===== config.mk =====
export PLATFORM = sky130hd
export DESIGN_NAME = perceptron_sched_flat
export DESIGN_NICKNAME = d
export VERILOG_FILES = /design/src/rtl/perceptron_sched_if.sv /design/src/rtl/perceptron_sched.sv /design/src/flat_wrapper.sv
export SDC_FILE = /design/constraint.sdc
export NUM_CORES = 1
export LEC_CHECK = 0
export CORE_ASPECT_RATIO = 0.6
export CORE_UTILIZATION = 27
export DETAILED_ROUTE_END_ITERATION = 8
export HOLD_SLACK_MARGIN = 0.12
export PLACE_DENSITY = 0.66
export REMOVE_ABC_BUFFERS = 1
export SLEW_MARGIN = 20
export SYNTH_ARGS = -nofsm -noshare
export SYNTH_HDL_FRONTEND = slang
export SYNTH_SLANG_ARGS = --single-unit
export TNS_END_PERCENT = 5

===== constraint.sdc =====
create_clock -name clk -period 3.8 [get_ports clk]
set_input_delay 0.76 -clock clk [delete_from_list [all_inputs] [get_ports clk]]
set_output_delay 0.76 -clock clk [all_outputs]
set_load 0.02 [all_outputs]

===== src/rtl/perceptron_sched_if.sv =====
// rtl/perceptron_sched_if.sv - requester, config, datapath and response signals of perceptron_sched
interface perceptron_sched_if #(
  parameter int DW = 8
);
  // requester 0 / 1 feature vectors
  logic            req0_valid;
  logic [2*DW-1:0] req0_data;
  logic            req0_ready;
  logic            req1_valid;
  logic [2*DW-1:0] req1_data;
  logic            req1_ready;
  // weight configuration port
  logic            cfg_we;
  logic [3:0]      cfg_addr;
  logic [DW-1:0]   cfg_data;
  logic            cfg_ready;
  // perceptron datapath side
  logic [DW-1:0]   pe_in1;
  logic [DW-1:0]   pe_in2;
  logic            pe_start;
  logic            pe_abort;
  logic            pe_done;
  logic [7:0]      pe_class;
  logic            pe_w_we;
  logic [3:0]      pe_w_addr;
  logic [DW-1:0]   pe_w_data;
  // tagged response channel
  logic            rsp_valid;
  logic            rsp_ready;
  logic            rsp_id;
  logic [7:0]      rsp_class;
  logic            rsp_err;

  // environment view: drives requests, config, datapath results and rsp_ready
  modport master (
    output req0_valid, req0_data, req1_valid, req1_data,
    output cfg_we, cfg_addr, cfg_data,
    output pe_done, pe_class, rsp_ready,
    input  req0_ready, req1_ready, cfg_ready,
    input  pe_in1, pe_in2, pe_start, pe_abort, pe_w_we, pe_w_addr, pe_w_data,
    input  rsp_valid, rsp_id, rsp_class, rsp_err
  );

  // scheduler view
  modport slave (
    input  req0_valid, req0_data, req1_valid, req1_data,
    input  cfg_we, cfg_addr, cfg_data,
    input  pe_done, pe_class, rsp_ready,
    output req0_ready, req1_ready, cfg_ready,
    output pe_in1, pe_in2, pe_start, pe_abort, pe_w_we, pe_w_addr, pe_w_data,
    output rsp_valid, rsp_id, rsp_class, rsp_err
  );
endinterface


===== src/rtl/perceptron_sched.sv =====
// rtl/perceptron_sched.sv - round-robin scheduler for a shared bit-serial perceptron datapath
module perceptron_sched #(
  parameter int TIMEOUT = 64,
  parameter int DW      = 8
) (
  input  logic                clk,
  input  logic                rst_n,
  perceptron_sched_if.slave   bus
);

  // watchdog only has to count 0..TIMEOUT-1
  localparam int WDW = ($clog2(TIMEOUT) > 1) ? $clog2(TIMEOUT) : 1;
  localparam logic [WDW-1:0] WD_LAST = WDW'(TIMEOUT - 1);

  typedef enum logic [1:0] {
    S_IDLE  = 2'd0,
    S_ISSUE = 2'd1,
    S_WAIT  = 2'd2,
    S_RESP  = 2'd3
  } state_t;

  state_t          r_state;
  state_t          w_next;
  logic            r_last_grant;
  logic            r_id;
  logic [DW-1:0]   r_in1;
  logic [DW-1:0]   r_in2;
  logic [7:0]      r_class;
  logic            r_err;
  logic [WDW-1:0]  r_wd;

  logic            w_gnt0;
  logic            w_gnt1;
  logic            w_accept;
  logic            w_timeout;

  // arbitration: config beats requesters; on a tie the requester not served last wins
  assign w_gnt0    = ~bus.cfg_we & bus.req0_valid & (~bus.req1_valid | r_last_grant);
  assign w_gnt1    = ~bus.cfg_we & bus.req1_valid & (~bus.req0_valid | ~r_last_grant);
  assign w_accept  = (r_state == S_IDLE) & (w_gnt0 | w_gnt1);
  assign w_timeout = (r_state == S_WAIT) & (r_wd == WD_LAST);

  assign bus.pe_in1    = r_in1;
  assign bus.pe_in2    = r_in2;
  assign bus.rsp_valid = (r_state == S_RESP);
  assign bus.rsp_id    = r_id;
  assign bus.rsp_class = r_class;
  assign bus.rsp_err   = r_err;

  // state register
  always_ff @(posedge clk or negedge rst_n) begin
    if (!rst_n) r_state <= S_IDLE;
    else        r_state <= w_next;
  end

  // next state and handshake/strobe outputs
  always_comb begin
    w_next         = r_state;
    bus.req0_ready = 1'b0;
    bus.req1_ready = 1'b0;
    bus.cfg_ready  = 1'b0;
    bus.pe_w_we    = 1'b0;
    bus.pe_w_addr  = '0;
    bus.pe_w_data  = '0;
    bus.pe_start   = 1'b0;
    bus.pe_abort   = 1'b0;
    case (r_state)
      S_IDLE: begin
        bus.cfg_ready  = bus.cfg_we;
        bus.pe_w_we    = bus.cfg_we;
        if (bus.cfg_we) begin
          bus.pe_w_addr = bus.cfg_addr;
          bus.pe_w_data = bus.cfg_data;
        end
        bus.req0_ready = w_gnt0;
        bus.req1_ready = w_gnt1;
        if (w_accept) w_next = S_ISSUE;
      end
      S_ISSUE: begin
        bus.pe_start = 1'b1;
        w_next       = S_WAIT;
      end
      S_WAIT: begin
        // a result arriving on the last watchdog cycle still counts as a real result
        if (bus.pe_done) begin
          w_next = S_RESP;
        end else if (w_timeout) begin
          bus.pe_abort = 1'b1;
          w_next       = S_RESP;
        end
      end
      S_RESP: begin
        if (bus.rsp_ready) w_next = S_IDLE;
      end
      default: w_next = S_IDLE;
    endcase
  end

  // operand latch and owner bookkeeping at acceptance
  always_ff @(posedge clk or negedge rst_n) begin
    if (!rst_n) begin
      r_in1        <= '0;
      r_in2        <= '0;
      r_id         <= 1'b0;
      r_last_grant <= 1'b1;
    end else if (w_accept) begin
      r_in1        <= w_gnt1 ? bus.req1_data[DW-1:0]    : bus.req0_data[DW-1:0];
      r_in2        <= w_gnt1 ? bus.req1_data[2*DW-1:DW] : bus.req0_data[2*DW-1:DW];
      r_id         <= w_gnt1;
      r_last_grant <= w_gnt1;
    end
  end

  // watchdog: zeroed while issuing so WAIT always starts counting from 0
  always_ff @(posedge clk or negedge rst_n) begin
    if (!rst_n)                 r_wd <= '0;
    else if (r_state == S_ISSUE) r_wd <= '0;
    else if (r_state == S_WAIT)  r_wd <= r_wd + WDW'(1);
  end

  // response payload: real result or timeout marker, frozen through RESP
  always_ff @(posedge clk or negedge rst_n) begin
    if (!rst_n) begin
      r_class <= '0;
      r_err   <= 1'b0;
    end else if (r_state == S_WAIT) begin
      if (bus.pe_done) begin
        r_class <= bus.pe_class;
        r_err   <= 1'b0;
      end else if (w_timeout) begin
        r_class <= '0;
        r_err   <= 1'b1;
      end
    end
  end

endmodule


===== src/flat_wrapper.sv =====
// flat-port wrapper written by rule: the top's interface ports become plain ports
module perceptron_sched_flat 
#(
  parameter int TIMEOUT = 64,
  parameter int DW      = 8
)
  (clk, rst_n, bus_req0_valid, bus_req0_data, bus_req1_valid, bus_req1_data, bus_cfg_we, bus_cfg_addr, bus_cfg_data, bus_pe_done, bus_pe_class, bus_rsp_ready, bus_req0_ready, bus_req1_ready, bus_cfg_ready, bus_pe_in1, bus_pe_in2, bus_pe_start, bus_pe_abort, bus_pe_w_we, bus_pe_w_addr, bus_pe_w_data, bus_rsp_valid, bus_rsp_id, bus_rsp_class, bus_rsp_err);
  perceptron_sched_if #(.DW(DW)) bus_i ();
  input  logic clk;
  input  logic rst_n;
  input wire logic [$bits(bus_i.req0_valid)-1:0] bus_req0_valid;
  input wire logic [$bits(bus_i.req0_data)-1:0] bus_req0_data;
  input wire logic [$bits(bus_i.req1_valid)-1:0] bus_req1_valid;
  input wire logic [$bits(bus_i.req1_data)-1:0] bus_req1_data;
  input wire logic [$bits(bus_i.cfg_we)-1:0] bus_cfg_we;
  input wire logic [$bits(bus_i.cfg_addr)-1:0] bus_cfg_addr;
  input wire logic [$bits(bus_i.cfg_data)-1:0] bus_cfg_data;
  input wire logic [$bits(bus_i.pe_done)-1:0] bus_pe_done;
  input wire logic [$bits(bus_i.pe_class)-1:0] bus_pe_class;
  input wire logic [$bits(bus_i.rsp_ready)-1:0] bus_rsp_ready;
  output wire logic [$bits(bus_i.req0_ready)-1:0] bus_req0_ready;
  output wire logic [$bits(bus_i.req1_ready)-1:0] bus_req1_ready;
  output wire logic [$bits(bus_i.cfg_ready)-1:0] bus_cfg_ready;
  output wire logic [$bits(bus_i.pe_in1)-1:0] bus_pe_in1;
  output wire logic [$bits(bus_i.pe_in2)-1:0] bus_pe_in2;
  output wire logic [$bits(bus_i.pe_start)-1:0] bus_pe_start;
  output wire logic [$bits(bus_i.pe_abort)-1:0] bus_pe_abort;
  output wire logic [$bits(bus_i.pe_w_we)-1:0] bus_pe_w_we;
  output wire logic [$bits(bus_i.pe_w_addr)-1:0] bus_pe_w_addr;
  output wire logic [$bits(bus_i.pe_w_data)-1:0] bus_pe_w_data;
  output wire logic [$bits(bus_i.rsp_valid)-1:0] bus_rsp_valid;
  output wire logic [$bits(bus_i.rsp_id)-1:0] bus_rsp_id;
  output wire logic [$bits(bus_i.rsp_class)-1:0] bus_rsp_class;
  output wire logic [$bits(bus_i.rsp_err)-1:0] bus_rsp_err;
  assign bus_i.req0_valid = bus_req0_valid;
  assign bus_i.req0_data = bus_req0_data;
  assign bus_i.req1_valid = bus_req1_valid;
  assign bus_i.req1_data = bus_req1_data;
  assign bus_i.cfg_we = bus_cfg_we;
  assign bus_i.cfg_addr = bus_cfg_addr;
  assign bus_i.cfg_data = bus_cfg_data;
  assign bus_i.pe_done = bus_pe_done;
  assign bus_i.pe_class = bus_pe_class;
  assign bus_i.rsp_ready = bus_rsp_ready;
  assign bus_req0_ready = bus_i.req0_ready;
  assign bus_req1_ready = bus_i.req1_ready;
  assign bus_cfg_ready = bus_i.cfg_ready;
  assign bus_pe_in1 = bus_i.pe_in1;
  assign bus_pe_in2 = bus_i.pe_in2;
  assign bus_pe_start = bus_i.pe_start;
  assign bus_pe_abort = bus_i.pe_abort;
  assign bus_pe_w_we = bus_i.pe_w_we;
  assign bus_pe_w_addr = bus_i.pe_w_addr;
  assign bus_pe_w_data = bus_i.pe_w_data;
  assign bus_rsp_valid = bus_i.rsp_valid;
  assign bus_rsp_id = bus_i.rsp_id;
  assign bus_rsp_class = bus_i.rsp_class;
  assign bus_rsp_err = bus_i.rsp_err;
  perceptron_sched #(.TIMEOUT(TIMEOUT), .DW(DW)) u_core (.clk(clk), .rst_n(rst_n), .bus(bus_i));
endmodule

==> impl_metrics.tcl <==
set metrics [dict create \
    clock_latency_ps 270 \
    cts_tree "done" \
    cp_top_family "buffers and inverters" \
    path_class "in2out" \
    netlist_top_cells_area "dfrtp_1, o2111ai_1, a31oi_1" \
    ys_types 40 \
    rows 23 \
    portBuffers 103 \
    arrival_ps 2430 \
    syn_inst 222 \
    gr-total-overflow 0 \
    cp_slowest_cell "clkdlybuf4s50_1" \
    syn_to_final_growth_pct 61.4 \
    grt_pass1_vias 1877 \
    seq_area_frac_synth_pct 43.8 \
    cts.root.buffer_cell "clkbuf_16" \
    crit_chain "clkdlybuf4s50_1 > and2_1 > nor2_1 > and2_1 > clkdlybuf4s50_1" \
    maxCapViolations 0 \
    hpwlAfterDp_mm 4.54 \
    worst_pin_slew_ps 828 \
    max-slew-margin-rel_pct 44.8 \
    clk_pin_slew_ps 50 \
    crit_buf_inv 2 \
    finalWirelength_mm 6.41 \
    period_needed_ps 3190 \
    pre_cts_slack_ps 636 \
    skew_ps 4.54 \
    viasPerCell 5.26 \
    fin_util_pct 46.7 \
    drt_first_pass_iters 4 \
    wl_per_cell_um 15.8 \
    crit_fanout 5 \
    drive_above_1_share_pct 6.58 \
    slowest_delay_ps 610 \
    ys_top_cells_by_count "dfrtp_1, nand2_1, a21oi_1, a31oi_1, o21ai_0" \
    yosys.area.top_type "dfrtp_1" \
    p_leak_nw 1.31 \
    p_per_area_nw_per_um2 711 \
    ios 104 \
    synth_warnings 0 \
    synth-main-ff-cell "dfrtp_1" \
    grt.total_usage_pct 16.4 \
    grt_setup_unrepaired "no" \
    yosys_register_bits 35 \
    first_iter_violations 158 \
    finalHoldViolations 0 \
    antenna_found_initial 0 \
    die_area_um2 7770 \
    start_util_pct 29.0 \
    drtAntennaViolNets 0 \
    cp-end-kind "output port" \
    fp.dieH_um 68.7 \
    cts_setup_buffers 0 \
    core_um2 6910 \
    cp.required_ps 3040 \
    fin_hold_ws_ps 491 \
    cts.repair.resized 0 \
    period_share_pct 83.8 \
    async_reset_ff_share_pct 100 \
    synth.top_cell.area_share_pct 42.5 \
    cts_made_buffers 5 \
    status "finished clean" \
    hp-class "reg2reg" \
    start_kind "primary input" \
    clock_sinks 35 \
    grt_pass1_wl_mm 9.89 \
    gp_congestion 0.788 \
    slew_viol_final 0 \
    drc 0 \
    grt_max_degree 36 \
    setup_viol_count_final 0 \
    layout_setup_ws_ps 615 \
    dr_total_vias 2134 \
    netlist_area_um2 2000 \
    htreeDepth 2 \
    fin_setup_tns_ps 0 \
    num_antenna_cells 0 \
    die_x_um 113 \
    vdd_drop_max_mv 0.221 \
    postCtsHoldBufs 0 \
    synth_edf_count 0 \
    yosysMostFrequentCell "dfrtp_1" \
    nets 383 \
    clock_path_buffers 2 \
    maxClockFrequency_mhz 314 \
    avgSynthCellArea_um2 9.01 \
]
## stage by stage
| step | power, mW | instances | instance area [µm²] |
|---|---|---|---|
| floorplan | 1.32 | 202 | 1900 |
| global placement | 1.88 | 399 | 3080 |
| detailed placement | 1.90 | 399 | 3080 |
| CTS | 2.31 | 406 | 3230 |
| global route | 2.46 | 406 | 3230 |
| finish | 2.30 | 406 | 3230 |
## power breakdown
group	total [mW]	leakage [nW]	internal, mW	switching, mW
clock network	0.402	0.0727	0.256	0.147
logic	1.22	0.820	0.574	0.647
registers	0.673	0.416	0.551	0.122
## final timing paths
path	end	slack, ps	from	cells past startpoint
setup / recovery	bus_req1_ready	610	bus_req0_valid	5
min in group asynchronous	u_core.bus.pe_in2[4]$_DFFE_PN0P_	580	rst_n	1
max in group asynchronous	u_core.r_wd[1]$_DFFE_PN0P_	2690	rst_n	1
hold / removal	u_core.bus.rsp_err$_DFFE_PN0P_	490	u_core.bus.rsp_err$_DFFE_PN0P_	1
hold reg to reg	u_core.bus.rsp_err$_DFFE_PN0P_	490	u_core.bus.rsp_err$_DFFE_PN0P_	1
setup reg to reg	u_core.bus.pe_in1[7]$_DFFE_PN0P_	1390	u_core.r_state[1]$_DFFE_PN0P_	6
## flip-flops by register name, indices dropped and copies added, names as in the netlist
name	cells
u_core.bus.pe_in2	8
u_core.bus.rsp_id	1
u_core.bus.rsp_err	1
u_core.r_wd	6
u_core.bus.pe_in1	8
u_core.r_last_grant	1
u_core.r_state	2
u_core.bus.rsp_class	8
## cell type report
class	count	area, µm²
Sequential cell	35	877
Inverter	10	37.5
Clock inverter	1	5.00
Multi-Input combinational cell	157	982
Fill cell	679	3680
Tap cell	87	109
Timing Repair Buffer	110	1080
Clock buffer	6	139
## cells in the final DEF (no fill, tap or decap), drive strengths merged, types with 4 or more instances in the layout
master,n
ha,5
clkbuf,6
inv,10
o2111ai,16
mux2i,4
dfrtp,34
and3,12
nand2b,5
buf,8
nand2,21
clkdlybuf4s50,102
a31oi,18
o21ai,27
and2,5
a21oi,18
## metal layers
metal | vias to the layer above | share of wire, % | GRT usage, %
li1 | 1024 | - | -
met1 | 1013 | 51 | 25.1
met2 | 95 | 40 | 22.4
met3 | 2 | 8.6 | 4.11
met4 | 0 | 0.42 | 3.78
met5 | - | 0 | 0
## cells by family after synthesis
logic type                 after synthesis  share of synthesized area, %
AOI/OAI and AO/OA                       88                          27.4
DFF                                     35                          43.8
and+or+nand+nor                         59                          16.1
adders and majority gates                5                          3.13
muxes                                    4                          2.00
xor gates and xnor gates                 1                         0.438
buffers and inverters                   30                          7.07
Note: power is estimated with default switching activity, not from simulation.
